==> src/rtl/eeg_pea_eng_seq_pkg.sv <==
// Shared types for the EEG PE sequencer: FSM encoding, beat sideband,
// FIFO entry layout and default widths.
package eeg_pea_pkg;

  // Default widths; the sideband and FIFO entry layouts below are built from
  // these, so instances must keep their width parameters at these values.
  localparam int DEF_ACT_DW      = 8;
  localparam int DEF_WEI_DW      = 8;
  localparam int DEF_ARAM_ADD_AW = 10;
  localparam int DEF_WRAM_ADD_AW = 8;
  localparam int DEF_CONV_WEI_DW = 3;

  // The read credit is sized for exactly this depth.
  localparam int FIFO_DEPTH = 2;

  // One-hot FSM encoding.
  localparam int ST_W = 5;
  typedef logic [ST_W-1:0] state_t;
  localparam state_t S_IDLE  = 5'b00001;
  localparam state_t S_WAIT  = 5'b00010;
  localparam state_t S_RUN   = 5'b00100;
  localparam state_t S_DRAIN = 5'b01000;
  localparam state_t S_FIN   = 5'b10000;

  // Per-beat sideband that travels alongside the RAM read.
  typedef struct packed {
    logic [DEF_ARAM_ADD_AW-1:0] act_idx;
    logic [DEF_CONV_WEI_DW-1:0] wei_idx;
    logic                       act_lst;
    logic                       wei_lst;
  } sideband_t;

  // One FIFO entry: RAM data plus its sideband.
  typedef struct packed {
    logic [DEF_ACT_DW-1:0] act_dat;
    logic [DEF_WEI_DW-1:0] wei_dat;
    sideband_t             sb;
  } beat_t;

endpackage

==> src/rtl/eeg_pea_eng_seq_if.sv <==
// Valid/ready stream from the sequencer into the PE, plus the PE idle status.
interface eeg_pea_eng_seq_if #(
  parameter int ACT_DW      = eeg_pea_pkg::DEF_ACT_DW,
  parameter int WEI_DW      = eeg_pea_pkg::DEF_WEI_DW,
  parameter int ARAM_ADD_AW = eeg_pea_pkg::DEF_ARAM_ADD_AW,
  parameter int CONV_WEI_DW = eeg_pea_pkg::DEF_CONV_WEI_DW
) ();

  logic                   PE_IS_IDLE;
  logic                   PE_DIN_VLD;
  logic                   PE_DIN_RDY;
  logic                   PE_ACT_LST;
  logic                   PE_WEI_LST;
  logic [ACT_DW-1:0]      PE_ACT_DAT;
  logic [ARAM_ADD_AW-1:0] PE_ACT_ADD;
  logic [WEI_DW-1:0]      PE_WEI_DAT;
  logic [CONV_WEI_DW-1:0] PE_WEI_IDX;

  // Sequencer side.
  modport master (
    input  PE_IS_IDLE, PE_DIN_RDY,
    output PE_DIN_VLD, PE_ACT_LST, PE_WEI_LST,
           PE_ACT_DAT, PE_ACT_ADD, PE_WEI_DAT, PE_WEI_IDX
  );

  // PE side.
  modport slave (
    output PE_IS_IDLE, PE_DIN_RDY,
    input  PE_DIN_VLD, PE_ACT_LST, PE_WEI_LST,
           PE_ACT_DAT, PE_ACT_ADD, PE_WEI_DAT, PE_WEI_IDX
  );

endinterface

==> src/rtl/eeg_pea_eng_seq_fifo.sv <==
// Two-entry synchronous FIFO that decouples RAM read latency from PE backpressure.
module eeg_pea_eng_seq_fifo
  import eeg_pea_pkg::*;
#(
  parameter int W = 8
) (
  input  logic         clk,
  input  logic         rst_n,
  input  logic         i_push,
  input  logic [W-1:0] i_din,
  input  logic         i_pop,
  output logic [W-1:0] o_dout,
  output logic         o_full,
  output logic         o_empty,
  output logic [1:0]   o_count
);

  logic [W-1:0] r_mem [FIFO_DEPTH];
  logic         r_wptr;
  logic         r_rptr;
  logic [1:0]   r_count;
  logic         w_pop;

  assign w_pop   = i_pop && !o_empty;
  assign o_full  = (r_count == 2'd2);
  assign o_empty = (r_count == 2'd0);
  assign o_count = r_count;
  assign o_dout  = r_mem[r_rptr];

  // Storage, pointers and occupancy; push into a full FIFO is legal only alongside a pop.
  // NOTE: sequential state uses non-blocking assignments so every register samples pre-edge values.
  always_ff @(posedge clk or negedge rst_n) begin
    if (!rst_n) begin
      // NOTE: the two entries are reset because the head drives PE payload outputs that must read 0 after reset.
      for (int i = 0; i < FIFO_DEPTH; i++) r_mem[i] <= '0;
      r_wptr  <= 1'b0;
      r_rptr  <= 1'b0;
      r_count <= 2'd0;
    end else begin
      if (i_push) begin
        r_mem[r_wptr] <= i_din;
        r_wptr        <= ~r_wptr;
      end
      if (w_pop) r_rptr <= ~r_rptr;
      unique case ({i_push, w_pop})
        2'b10:   r_count <= r_count + 2'd1;
        2'b01:   r_count <= r_count - 2'd1;
        default: r_count <= r_count;
      endcase
    end
  end

  a_no_overflow: assert property (@(posedge clk) disable iff (!rst_n)
    !(i_push && o_full && !w_pop));

endmodule

==> src/rtl/eeg_pea_eng_seq.sv <==
// Sequencer feeding one EEG PE: walks activation (outer) x weight (inner) RAM
// and streams beats with index/last sideband into the PE valid/ready input.
module eeg_pea_eng_seq
  import eeg_pea_pkg::*;
#(
  parameter int ACT_DW      = DEF_ACT_DW,
  parameter int WEI_DW      = DEF_WEI_DW,
  parameter int ARAM_ADD_AW = DEF_ARAM_ADD_AW,
  parameter int WRAM_ADD_AW = DEF_WRAM_ADD_AW,
  parameter int CONV_WEI_DW = DEF_CONV_WEI_DW
) (
  input  logic                   clk,
  input  logic                   rst_n,
  input  logic                   CTRL_START,
  output logic                   CTRL_BUSY,
  output logic                   CTRL_DONE,
  input  logic [ARAM_ADD_AW-1:0] CFG_ACT_BASE,
  input  logic [ARAM_ADD_AW-1:0] CFG_ACT_LST,
  input  logic [WRAM_ADD_AW-1:0] CFG_WEI_BASE,
  input  logic [CONV_WEI_DW-1:0] CFG_WEI_LST,
  output logic                   ARAM_REN,
  output logic [ARAM_ADD_AW-1:0] ARAM_RADD,
  input  logic [ACT_DW-1:0]      ARAM_RDAT,
  output logic                   WRAM_REN,
  output logic [WRAM_ADD_AW-1:0] WRAM_RADD,
  input  logic [WEI_DW-1:0]      WRAM_RDAT,
  eeg_pea_eng_seq_if.master      pe
);

  state_t                 r_state;
  state_t                 w_next;

  logic [ARAM_ADD_AW-1:0] r_act_base;
  logic [ARAM_ADD_AW-1:0] r_act_lst;
  logic [WRAM_ADD_AW-1:0] r_wei_base;
  logic [CONV_WEI_DW-1:0] r_wei_lst;
  logic [ARAM_ADD_AW-1:0] r_act_cnt;
  logic [CONV_WEI_DW-1:0] r_wei_cnt;

  logic                   r_rd_vld;   // read issued last cycle; data arrives this cycle
  sideband_t              r_rd_sb;
  logic                   r_hs_d;     // PE handshake happened last cycle

  logic                   w_start_acc;
  logic                   w_issue;
  logic                   w_credit;
  logic                   w_wei_last;
  logic                   w_act_last;
  logic                   w_pop;
  logic [2:0]             w_occ;

  beat_t                  w_push_beat;
  beat_t                  w_head;
  logic                   w_fifo_full;
  logic                   w_fifo_empty;
  logic [1:0]             w_fifo_count;

  assign w_start_acc = (r_state == S_IDLE) && CTRL_START;
  assign w_wei_last  = (r_wei_cnt == r_wei_lst);
  assign w_act_last  = (r_act_cnt == r_act_lst);
  assign w_pop       = !w_fifo_empty && pe.PE_DIN_RDY;

  // Occupancy after this cycle's pop, counting the read already in flight.
  // Crediting the pop lets a new read go out every cycle while the PE accepts.
  assign w_occ    = {1'b0, w_fifo_count} + {2'b00, r_rd_vld} - {2'b00, w_pop};
  assign w_credit = (w_occ < 3'(FIFO_DEPTH));

  // FSM state register.
  always_ff @(posedge clk or negedge rst_n) begin
    if (!rst_n) r_state <= S_IDLE;
    else        r_state <= w_next;
  end

  // FSM next-state logic.
  // NOTE: every always_comb output gets a default first, so no path leaves it unassigned and infers a latch.
  always_comb begin
    w_next = r_state;
    unique case (r_state)
      S_IDLE:  if (CTRL_START) w_next = S_WAIT;
      S_WAIT:  if (pe.PE_IS_IDLE) w_next = S_RUN;
      S_RUN:   if (w_issue && w_act_last && w_wei_last) w_next = S_DRAIN;
      // Idle is trusted only two or more cycles after the last handshake,
      // once the PE has had time to register that beat.
      S_DRAIN: if (w_fifo_empty && !r_rd_vld && !r_hs_d && pe.PE_IS_IDLE) w_next = S_FIN;
      S_FIN:   w_next = S_IDLE;
      default: w_next = S_IDLE;
    endcase
  end

  // FSM outputs: status, read issue and RAM addressing.
  always_comb begin
    CTRL_BUSY = (r_state != S_IDLE);
    CTRL_DONE = (r_state == S_FIN);
    w_issue   = (r_state == S_RUN) && w_credit;
    ARAM_REN  = w_issue;
    WRAM_REN  = w_issue;
    ARAM_RADD = '0;
    WRAM_RADD = '0;
    if (w_issue) begin
      ARAM_RADD = r_act_base + r_act_cnt;
      WRAM_RADD = r_wei_base + {{(WRAM_ADD_AW-CONV_WEI_DW){1'b0}}, r_wei_cnt};
    end
  end

  // Job shadow registers, loop counters and the one-cycle sideband delay.
  always_ff @(posedge clk or negedge rst_n) begin
    if (!rst_n) begin
      r_act_base <= '0;
      r_act_lst  <= '0;
      r_wei_base <= '0;
      r_wei_lst  <= '0;
      r_act_cnt  <= '0;
      r_wei_cnt  <= '0;
      r_rd_vld   <= 1'b0;
      r_rd_sb    <= '0;
      r_hs_d     <= 1'b0;
    end else begin
      if (w_start_acc) begin
        r_act_base <= CFG_ACT_BASE;
        r_act_lst  <= CFG_ACT_LST;
        r_wei_base <= CFG_WEI_BASE;
        r_wei_lst  <= CFG_WEI_LST;
        r_act_cnt  <= '0;
        r_wei_cnt  <= '0;
      end else if (w_issue) begin
        if (w_wei_last) begin
          r_wei_cnt <= '0;
          r_act_cnt <= r_act_cnt + ARAM_ADD_AW'(1);
        end else begin
          r_wei_cnt <= r_wei_cnt + CONV_WEI_DW'(1);
        end
      end
      r_rd_vld <= w_issue;
      if (w_issue) begin
        r_rd_sb <= '{act_idx: r_act_cnt,
                     wei_idx: r_wei_cnt,
                     act_lst: w_act_last && w_wei_last,
                     wei_lst: w_wei_last};
      end
      r_hs_d <= w_pop;
    end
  end

  assign w_push_beat = '{act_dat: ARAM_RDAT, wei_dat: WRAM_RDAT, sb: r_rd_sb};

  eeg_pea_eng_seq_fifo #(
    .W ($bits(beat_t))
  ) u_fifo (
    .clk     (clk),
    .rst_n   (rst_n),
    .i_push  (r_rd_vld),
    .i_din   (w_push_beat),
    .i_pop   (w_pop),
    .o_dout  (w_head),
    .o_full  (w_fifo_full),
    .o_empty (w_fifo_empty),
    .o_count (w_fifo_count)
  );

  assign pe.PE_DIN_VLD = !w_fifo_empty;
  assign pe.PE_ACT_DAT = w_head.act_dat;
  assign pe.PE_WEI_DAT = w_head.wei_dat;
  assign pe.PE_ACT_ADD = w_head.sb.act_idx;
  assign pe.PE_WEI_IDX = w_head.sb.wei_idx;
  assign pe.PE_ACT_LST = w_head.sb.act_lst;
  assign pe.PE_WEI_LST = w_head.sb.wei_lst;

  a_credit_holds: assert property (@(posedge clk) disable iff (!rst_n)
    !(r_rd_vld && w_fifo_full && !w_pop));

endmodule

==> src/flat_wrapper.sv <==
// flat-port wrapper written by rule: the top's interface ports become plain ports
module eeg_pea_eng_seq_flat import eeg_pea_pkg::*;
#(
  parameter int ACT_DW      = DEF_ACT_DW,
  parameter int WEI_DW      = DEF_WEI_DW,
  parameter int ARAM_ADD_AW = DEF_ARAM_ADD_AW,
  parameter int WRAM_ADD_AW = DEF_WRAM_ADD_AW,
  parameter int CONV_WEI_DW = DEF_CONV_WEI_DW
)
  (clk, rst_n, CTRL_START, CTRL_BUSY, CTRL_DONE, CFG_ACT_BASE, CFG_ACT_LST, CFG_WEI_BASE, CFG_WEI_LST, ARAM_REN, ARAM_RADD, ARAM_RDAT, WRAM_REN, WRAM_RADD, WRAM_RDAT, pe_PE_IS_IDLE, pe_PE_DIN_RDY, pe_PE_DIN_VLD, pe_PE_ACT_LST, pe_PE_WEI_LST, pe_PE_ACT_DAT, pe_PE_ACT_ADD, pe_PE_WEI_DAT, pe_PE_WEI_IDX);
  eeg_pea_eng_seq_if #(.ACT_DW(ACT_DW), .WEI_DW(WEI_DW), .ARAM_ADD_AW(ARAM_ADD_AW), .CONV_WEI_DW(CONV_WEI_DW)) pe_i ();
  input  logic clk;
  input  logic rst_n;
  input  logic CTRL_START;
  output logic CTRL_BUSY;
  output logic CTRL_DONE;
  input  logic [ARAM_ADD_AW-1:0] CFG_ACT_BASE;
  input  logic [ARAM_ADD_AW-1:0] CFG_ACT_LST;
  input  logic [WRAM_ADD_AW-1:0] CFG_WEI_BASE;
  input  logic [CONV_WEI_DW-1:0] CFG_WEI_LST;
  output logic ARAM_REN;
  output logic [ARAM_ADD_AW-1:0] ARAM_RADD;
  input  logic [ACT_DW-1:0] ARAM_RDAT;
  output logic WRAM_REN;
  output logic [WRAM_ADD_AW-1:0] WRAM_RADD;
  input  logic [WEI_DW-1:0] WRAM_RDAT;
  input wire logic [$bits(pe_i.PE_IS_IDLE)-1:0] pe_PE_IS_IDLE;
  input wire logic [$bits(pe_i.PE_DIN_RDY)-1:0] pe_PE_DIN_RDY;
  output wire logic [$bits(pe_i.PE_DIN_VLD)-1:0] pe_PE_DIN_VLD;
  output wire logic [$bits(pe_i.PE_ACT_LST)-1:0] pe_PE_ACT_LST;
  output wire logic [$bits(pe_i.PE_WEI_LST)-1:0] pe_PE_WEI_LST;
  output wire logic [$bits(pe_i.PE_ACT_DAT)-1:0] pe_PE_ACT_DAT;
  output wire logic [$bits(pe_i.PE_ACT_ADD)-1:0] pe_PE_ACT_ADD;
  output wire logic [$bits(pe_i.PE_WEI_DAT)-1:0] pe_PE_WEI_DAT;
  output wire logic [$bits(pe_i.PE_WEI_IDX)-1:0] pe_PE_WEI_IDX;
  assign pe_i.PE_IS_IDLE = pe_PE_IS_IDLE;
  assign pe_i.PE_DIN_RDY = pe_PE_DIN_RDY;
  assign pe_PE_DIN_VLD = pe_i.PE_DIN_VLD;
  assign pe_PE_ACT_LST = pe_i.PE_ACT_LST;
  assign pe_PE_WEI_LST = pe_i.PE_WEI_LST;
  assign pe_PE_ACT_DAT = pe_i.PE_ACT_DAT;
  assign pe_PE_ACT_ADD = pe_i.PE_ACT_ADD;
  assign pe_PE_WEI_DAT = pe_i.PE_WEI_DAT;
  assign pe_PE_WEI_IDX = pe_i.PE_WEI_IDX;
  eeg_pea_eng_seq #(.ACT_DW(ACT_DW), .WEI_DW(WEI_DW), .ARAM_ADD_AW(ARAM_ADD_AW), .WRAM_ADD_AW(WRAM_ADD_AW), .CONV_WEI_DW(CONV_WEI_DW)) u_core (.clk(clk), .rst_n(rst_n), .CTRL_START(CTRL_START), .CTRL_BUSY(CTRL_BUSY), .CTRL_DONE(CTRL_DONE), .CFG_ACT_BASE(CFG_ACT_BASE), .CFG_ACT_LST(CFG_ACT_LST), .CFG_WEI_BASE(CFG_WEI_BASE), .CFG_WEI_LST(CFG_WEI_LST), .ARAM_REN(ARAM_REN), .ARAM_RADD(ARAM_RADD), .ARAM_RDAT(ARAM_RDAT), .WRAM_REN(WRAM_REN), .WRAM_RADD(WRAM_RADD), .WRAM_RDAT(WRAM_RDAT), .pe(pe_i));
endmodule
==> config.mk <==
export PLATFORM = sky130hd
export DESIGN_NAME = eeg_pea_eng_seq_flat
export DESIGN_NICKNAME = d
export VERILOG_FILES = /design/src/rtl/eeg_pea_eng_seq_pkg.sv /design/src/rtl/eeg_pea_eng_seq_if.sv /design/src/rtl/eeg_pea_eng_seq_fifo.sv /design/src/rtl/eeg_pea_eng_seq.sv /design/src/flat_wrapper.sv
export SDC_FILE = /design/constraint.sdc
export NUM_CORES = 1
export LEC_CHECK = 0
export BUFFER_PORTS_ARGS = -buffer_cell sky130_fd_sc_hd__buf_2
export CAP_MARGIN = 0
export CORE_UTILIZATION = 30
export DETAILED_ROUTE_END_ITERATION = 7
export PLACE_DENSITY = 0.59
export SETUP_SLACK_MARGIN = 0.3
export SLEW_MARGIN = 10
export SYNTH_ARGS = -nofsm -noshare
export SYNTH_HDL_FRONTEND = slang
export SYNTH_SLANG_ARGS = --single-unit
==> constraint.sdc <==
create_clock -name clk -period 6.1 [get_ports clk]
set_input_delay 1.22 -clock clk [delete_from_list [all_inputs] [get_ports clk]]
set_output_delay 1.22 -clock clk [all_outputs]
set_load 0.005 [all_outputs]
== Word-level counts from Yosys, hierarchy flattened ==
Index checks and enable logic that the tools add are counted.

* Bits in registers: 132
* Input bits: 52
* Output and inout bits: 54
* Logic and storage cells: 88

* Add/subtract/negate cells: 8
* Magnitude comparators: 4
* Eq/ne operators: 14
* Multiplexer cells: 20
* Bitwise gates (word level): 4
* Reductions and logical operators: 20

{| class="wikitable"
|+ Operators by type and width
! kind !! number
|-
| two-way mux 31 bit || 4
|-
| bitwise mux 62 bit || 1
|-
| two-way mux 10 bit || 4
|-
| demux 31 bit (select 1 bit) || 1
|-
| two-way mux 5 bit || 4
|-
| one-hot mux 5 bit (4 select lines) || 1
|-
| logical AND 1 bit || 11
|-
| adder 10 x 1 -> 10 bit, second input constant || 1
|-
| adder 10 bit || 1
|-
| equality test 10 bit || 1
|-
| two-way mux 3 bit || 3
|-
| adder 8 x 3 -> 8 bit || 1
|-
| two-way mux 8 bit || 1
|-
| nonzero test 2 bit || 3
|-
| equality test 5 x 1 -> 1 bit, second input constant || 1
|-
| equality test 5 x 2 -> 1 bit, second input constant || 1
|-
| equality test 5 x 3 -> 1 bit, second input constant || 1
|-
| equality test 5 x 4 -> 1 bit, second input constant || 1
|-
| equality test 5 bit, second input constant || 1
|-
| != test 5 x 1 -> 1 bit, second input constant || 1
|-
| >= comparator 2 bit, second input constant || 2
|-
| != test 2 x 1 -> 1 bit, second input constant || 2
|-
| != test 2 bit, second input constant || 2
|-
| NOT 1 -> 2 bit || 2
|-
| other kinds (16) || 19
|}

== Logic depth before layout (Yosys ltp) ==
Gate-level depths: netlist (run 1).

* Depth in word-level cells: 10
* Mapped depth: 11
* Gate-level depth less buffers: 10

== By module ==
From an unflattened synthesis (run 1), not the netlist that was laid out.

* Cells, all modules: 597
* Area total of the unflattened synthesis: 6,490.0 um^2

{| class="wikitable"
|+ By module, submodules not included
! module !! times used !! cells an instance !! area an instance (um^2)
|-
| eeg_pea_eng_seq || 1 || 415 || 3,644.7
|-
| eeg_pea_eng_seq_fifo || 1 || 182 || 2,845.2
|}

== Worst setup path before layout (run 1) ==
No wires, ideal clock.

* Path kind: input -> output
* From: in pe_PE_DIN_RDY
* To: out WRAM_REN
* Data arrival time: 3,272 ps
* Data required time: 4,880 ps
* Path slack: 1,608 ps
* Cell stages on the path: 9
* Buffers on the path: 2
* Cell sequence: and2_1 -> ha_1 -> nand2b_1 -> fa_1 -> xnor2_1 -> nand4_2 -> inv_1 -> clkbuf_1 -> buf_4

* Longest elaborated chain between the ends: 4

{| class="wikitable"
|+ Ends and longest elaborated chain
! what !! line !! RTL
|-
| start, declared || flat_wrapper.sv:28 || <nowiki>input wire logic [$bits(pe_i.PE_DIN_RDY)-1:0] pe_PE_DIN_RDY;</nowiki>
|-
| logical AND 1 bit || eeg_pea_eng_seq.sv:61 || <nowiki>assign w_pop = !w_fifo_empty && pe.PE_DIN_RDY;</nowiki>
|-
| subtractor 3 x 1 -> 3 bit || eeg_pea_eng_seq.sv:65 || <nowiki>assign w_occ = {1'b0, w_fifo_count} + {2'b00, r_rd_vld} - {2'b00, w_pop};</nowiki>
|-
| less-than comparator 3 x 2 -> 1 bit || eeg_pea_eng_seq.sv:66 || <nowiki>assign w_credit = (w_occ < 3'(FIFO_DEPTH));</nowiki>
|-
| logical AND 1 bit || eeg_pea_eng_seq.sv:94 || <nowiki>w_issue = (r_state == S_RUN) && w_credit;</nowiki>
|-
| end, declared || flat_wrapper.sv:24 || <nowiki>output logic WRAM_REN;</nowiki>
|}

No other way between the ends.

== Worst setup path in the final report (run 1) ==
* From: in pe_PE_DIN_RDY
* To: out ARAM_RADD[1]

* Longest elaborated chain between the ends: 5

{| class="wikitable"
|+ Ends and longest elaborated chain
! what !! line !! RTL
|-
| logical AND 1 bit || eeg_pea_eng_seq.sv:61 ||
|-
| named net u_core.u_fifo.i_pop || eeg_pea_eng_seq_fifo.sv:11 || <nowiki>input logic i_pop,</nowiki>
|-
| subtractor 3 x 1 -> 3 bit || eeg_pea_eng_seq.sv:65 ||
|-
| less-than comparator 3 x 2 -> 1 bit || eeg_pea_eng_seq.sv:66 ||
|-
| logical AND 1 bit || eeg_pea_eng_seq.sv:94 ||
|-
| two-way mux 10 bit || eeg_pea_eng_seq.sv:99 || <nowiki>if (w_issue) begin</nowiki>
|-
| end, declared || flat_wrapper.sv:22 || <nowiki>output logic [ARAM_ADD_AW-1:0] ARAM_RADD;</nowiki>
|}

The timed path passes the listed nets, and every way through them passes these cells.

==> flow_summary.json, run 1 <==
{
  "cts_buffers": 17,
  "use_met3_pct": 4.04,
  "synth_top_area_cell": "dfrtp_1",
  "cp-end-kind": "output port",
  "yosysSeqAreaShare_pct": 51.6,
  "io-pin-count": 106,
  "slew_headroom_pct": 38.4,
  "multiInputGateArea_mm2": 0.00292,
  "clkTransAtPathRegs_ps": 50,
  "ctsHoldBuffers": 0,
  "layout-drive-gt1-share_pct": 34.7,
  "layout_setup_ws_ps": 1120,
  "synth_edf_count": 0,
  "syn-num-nets": 656,
  "ys.warnings.count": 0,
  "worstPathRequired_ps": 4880,
  "antenna_cells": 0,
  "vdd_drop_max_v": 0.000197,
  "period_minus_slack_ps": 4980,
  "rsz0062_at_grt": "false",
  "synth_area_mm2": 0.00640,
  "cts_sinks": 132,
  "dr.pass1.iters": 6,
  "whs_ps": 470,
  "synth_top_family_by_area": "multiplexers",
  "critPathArrivalTime_ps": 3760,
  "dr.first_iter.drc_count": 190,
  "grt.met1_usage_pct": 18.5,
  "fmax_mhz": 201,
  "met2_usage_pct": 21.4,
  "worstSetupPathType": "input pin to output port",
  "synth_compound_area_share_pct": 4.60,
  "leakage_uw": 0.00400,
  "die-width_um": 148,
  "grt_pass1_wl_mm": 23.2,
  "synth-seq-cells": 132,
  "antenna_left": 0,
  "dpl.hpwl_mm": 9.53,
  "post_cts_buffers": 0,
  "grt_start_max_net_pins": 72,
  "die_h_um": 148,
  "dp.cells": 944,
  "drt-wirelength-per-cell_um": 14.5,
  "synthAdderAreaFrac_pct": 4.26,
  "wl_mm": 14.1,
  "instances_no_fill": 976,
  "drc": 0,
  "io_buffers": 105,
  "synth_mux_area_share_pct": 16.5,
  "regArea_mm2": 0.00330,
  "yosys.area_share.simple_pct": 14.9,
  "tns_ps": 0,
  "dieArea_mm2": 0.0219,
  "area_growth_pct": 21.9,
  "postSynthAreaPerCell_um2": 11.0,
  "post-place-ws_ps": 1060,
  "gp_congestion": 0.766,
  "place_area_mm2": 0.00719,
  "cts-htree-levels": 4,
  "hold_viol_final": 0,
  "initial_utilization_pct": 30.5,
  "clock_latency_ps": 410,
  "vias_per_cell": 4.53,
  "nets": 760,
  "overflow": 0,
  "rows": 53,
  "setup_viol_count_final": 0,
  "synth_cell_types": 48,
  "synthTopCellsByArea": "dfrtp_1 51%, mux2_2 17%, nand2_1 8.3%",
  "antenna_found_initial": 0,
  "root_buffer": "clkbuf_16",
  "fin_crit_sh_pct": 81.7,
  "synthCells": 584,
  "synth_top_area_share_pct": 51.2,
  "cts_tree": "done",
  "synth-xor-area-share_pct": 5.34,
  "final_area_mm2": 0.00780,
  "regToRegSetupSlack_ps": 2750,
  "drv_cap": 0,
  "grt_use_total_pct": 13.7,
  "grt_busiest_layer": "met2",
  "hold_path.class": "register to register",
  "grt_pass1_vias": 4478,
  "cp_max_fo": 44,
  "cts_resized": 0,
  "vias": 4424,
  "cts_max_path_buffers": 2,
  "start_kind": "input pin",
  "power.density_mw_per_mm2": 399,
  "nFillCells": 2097,
  "ys.flop_type": "dfrtp_1",
  "skew_ps": 7.17,
  "async_reset_ff_share_pct": 100,
  "worst_slew_pin_slew_ps": 924,
  "coreArea_mm2": 0.0210,
  "slew_viol_final": 0,
  "outcome": "finished, final reports clean"
}
cells in the final DEF (no fill, tap or decap), drive strengths merged, types with 2 or more instances in the layout:
cell      instances
a211oi            3
a21o              7
a21oi             9
a31oi             2
and2              6
and4              2
buf             114
bufinv            4
clkbuf           22
clkinv            4
clkinvlp          2
dfrtp           131
fa                3
ha               17
inv               6
mux2             94
nand2           141
nand3             9
nand4             3
nor2             28
nor2b             2
nor3             10
nor3b             4
nor4              6
o21a              4
o21ai             9
or2               2
or3               3
xnor2            24
xor2             15
per-layer routing:
| metal | vias up | wire, µm |
|---|---|---|
| li1 | 2194 | - |
| met1 | 2106 | 6930 |
| met2 | 112 | 6330 |
| met3 | 12 | 721 |
| met4 | 0 | 132 |
| met5 | - | 0 |
final timing paths:
kind                            depth (start not counted)                       to                startpoint
worst max-delay path                                   12             ARAM_RADD[1]             pe_PE_DIN_RDY
worst min register to register                          1     u_core.u_fifo.r_rptr      u_core.u_fifo.r_rptr
worst max register to register                         10        u_core.r_state[2]  u_core.u_fifo.o_count[1]
min in group asynchronous                               1  u_core.u_fifo.r_mem[49]                     rst_n
max in group asynchronous                               2  u_core.u_fifo.r_mem[31]                     rst_n
worst min-delay path                                    1     u_core.u_fifo.r_rptr      u_core.u_fifo.r_rptr
synth_stat cells (all sizes together), types with 4 or more instances:
library cell  instances
xnor2                24
a21o                  7
mux2                 94
a21oi                 9
nor2                 28
nand2               141
nor4                  6
inv                   6
clkbuf               12
nor3                 10
nor3b                 4
xor2                 15
dfrtp               131
o21a                  4
nand3                 9
o21ai                 9
buf                  17
and2                  6
ha                   17
stage by stage:
step	utilization, %	total power, µW
finish	37.2	3110
global route	37.2	3320
CTS	37.2	3170
floorplan	-	1840
detailed placement	34.3	2090
global placement	34.3	2070
registers in the layout, summed over array words and instances, names as in the netlist:
register,count
u_core.u_fifo.r_mem,62
u_core.r_rd_sb,15
u_core.r_act_base,10
u_core.r_act_cnt,10
u_core.r_act_lst,10
u_core.r_wei_base,8
u_core.r_state,5
u_core.r_wei_cnt,3
u_core.r_wei_lst,3
u_core.u_fifo.o_count,2
u_core.r_hs_d,1
u_core.r_rd_vld,1
u_core.u_fifo.r_rptr,1
u_core.u_fifo.r_wptr,1
critical path: stages:
cell      delay, ps
buf_2            90
and2_1          190
ha_1            310
nand2b_1        150
fa_1            380
xnor2_1         150
nand4_2          90
buf_4           420
inv_1           210
buf_4           250
and2_1          170
buf_2           120
area by class of cell:
class                   count  area share (%)
clock buffers              22            5.82
clock inverters            10            1.99
inverters                   6           0.289
multi-input cells         417            37.5
flip-flops and latches    132            42.4
well taps                 275            4.41
repair buffers            114            7.64
logic make-up (layout without fill, tap and decap cells):
| group | after synthesis | count (layout) |
|---|---|---|
| and+or+nand+nor | 220 | 220 |
| adders and majority gates | 20 | 20 |
| buffers and inverters | 35 | 152 |
| muxes | 94 | 94 |
| DFF | 132 | 132 |
| xor gates and xnor gates | 39 | 39 |
| AOI/OAI and AO/OA | 44 | 44 |
power by group:
| part | switching [µW] | internal, µW |
|---|---|---|
| combinational | 453 | 402 |
| clock | 364 | 691 |
| sequential | 131 | 1070 |
| total | 949 | 2170 |
(Power assumes the default switching activity.)
==> run 2, diff against run 1 <==
Settings changed: PLACE_DENSITY 0.59 to 0.61.
Clock period 6.1 ns to 4.2 ns, I/O delays scaled along.
==> flow_summary.json, run 2 (synthesis results as in run 1) <==
{
  "initial_utilization_pct": 30.5,
  "antenna_left": 0,
  "layout_commonest_cell": "nand2_1",
  "io-pin-count": 106,
  "vias": 4514,
  "dr.first_iter.drc_count": 231,
  "tns_ps": 0,
  "dr.pass1.iters": 4,
  "slew_headroom_pct": 50.6,
  "fin_crit_sh_pct": 89.5,
  "overflow": 0,
  "clkTransAtPathRegs_ps": 60,
  "layout-drive-gt1-share_pct": 37.5,
  "power.density_mw_per_mm2": 578,
  "critPathArrivalTime_ps": 2920,
  "vias_per_cell": 4.59,
  "cp_max_fo": 7,
  "die_h_um": 148,
  "area_growth_pct": 24.4,
  "cts_sinks": 132,
  "worstPathRequired_ps": 3360,
  "grt_start_max_net_pins": 79,
  "drv_cap": 0,
  "dp.cells": 946,
  "setup_viol_count_final": 0,
  "outcome": "finished, final reports clean",
  "start_kind": "register",
  "cts_max_path_buffers": 2,
  "drt-wirelength-per-cell_um": 14.9,
  "cts-htree-levels": 4,
  "wl_mm": 14.7,
  "period_minus_slack_ps": 3760,
  "final_cell_mix": "141 x nand2_1, 130 x dfrtp_1, 104 x buf_2, 94 x mux2_2",
  "dieArea_mm2": 0.0219,
  "drc": 0,
  "hold_viol_final": 0,
  "final_area_mm2": 0.00796,
  "vdd_drop_max_v": 0.000246,
  "instances_no_fill": 984,
  "skew_ps": 6.40,
  "io_buffers": 105,
  "coreArea_mm2": 0.0210,
  "grt_pass1_wl_mm": 24.2,
  "hold_path.class": "register to register",
  "grt_pass1_vias": 4597,
  "regMostFlops": "u_core.u_fifo.r_mem",
  "nets": 768,
  "nFillCells": 2097,
  "slew_viol_final": 0,
  "worstSetupPathType": "register to output port",
  "place_area_mm2": 0.00722,
  "rsz0062_at_grt": "true",
  "largest_register_ffs": 62,
  "cts_buffers": 17,
  "antenna_cells": 0,
  "whs_ps": 472,
  "die-width_um": 148,
  "clock_latency_ps": 420,
  "dpl.hpwl_mm": 9.41,
  "cts_tree": "done",
  "grt_use_total_pct": 14.4,
  "antenna_found_initial": 0,
  "rows": 53,
  "fmax_mhz": 266,
  "gp_congestion": 0.752,
  "reg_top3": "u_core.u_fifo.r_mem x62, u_core.r_rd_sb x15",
  "leakage_uw": 0.00406,
  "root_buffer": "clkbuf_16",
  "worst_slew_pin_slew_ps": 740,
  "cp-end-kind": "output port"
}
run 2: cell count changes in the layout (fill, tap and decap cells not counted), sizes merged:
cell / before / now
bufinv: 4 / 3
clkbuf: 22 / 20
buf: 114 / 122
inv: 6 / 8
clkinvlp: 2 / 3
run 2: through the flow:
stage          worst slack [ps]  power, µW  util [%]
6_report                    439       4600      38.0
5_1_grt                     292       4920      38.0
2_1_floorplan               468       2670         -
3_3_place_gp                486       3020      34.4
3_5_place_dp                453       3030      34.4
4_1_cts                     322       4630      37.7
run 2: what timing repair did:
item | in CTS | in global routing
gates resized for setup | 14 | 12
setup buffers | 5 | 1
pin swaps | 2 | 5
endpoints found under the setup margin | 17 | 15
hold buffers | 0 | 0
run 2: path summary, 6_finish.rpt:
kind | startpoint | endpoint | slack [ps] | cells past startpoint
worst max register to register | u_core.u_fifo.o_count[1] | u_core.r_act_cnt[0] | 760 | 14
worst min register to register | u_core.u_fifo.r_rptr | u_core.u_fifo.r_rptr | 470 | 1
worst min-delay path | u_core.u_fifo.r_rptr | u_core.u_fifo.r_rptr | 470 | 1
min in group asynchronous | rst_n | u_core.u_fifo.r_mem[17] | 500 | 1
worst max-delay path | u_core.u_fifo.o_count[1] | WRAM_RADD[7] | 440 | 11
max in group asynchronous | rst_n | u_core.r_wei_base[7] | 2840 | 2
run 2: critical path, cell delays in order (launching register included):
cell      delay, ps
dfrtp_2         400
or2_4           260
and2_4          160
ha_4            230
nand2b_4        140
fa_2            400
xnor2_2         230
nand4_4         150
buf_12          190
buf_6           140
nor2_1          100
buf_2           110
run 2: report_power, final:
part	total (µW)	leakage [µW]	switching (µW)	internal, µW
clock	1520	0.000287	566	950
combinational	1340	0.00204	704	636
sequential	1740	0.00173	184	1560
total	4600	0.00406	1450	3140
run 2: cell type report:
type / instances / area, µm² / share of cell area (%)
clock buffer: 20 / 447 / 5.61
tap: 275 / 344 / 4.32
clock inverter: 12 / 154 / 1.93
timing repair buffer: 122 / 699 / 8.78
multi-input combinational: 417 / 2990 / 37.6
inverter: 6 / 22.5 / 0.283
sequential: 132 / 3310 / 41.5
run 2: per-layer routing:
metal | vias up | wire (µm) | GRT usage, %
met3 | 13 | 733 | 4.32
met1 | 2165 | 7170 | 19.5
met5 | - | 0 | 0
met2 | 120 | 6600 | 22.2
li1 | 2216 | - | -
met4 | 0 | 155 | 4.12
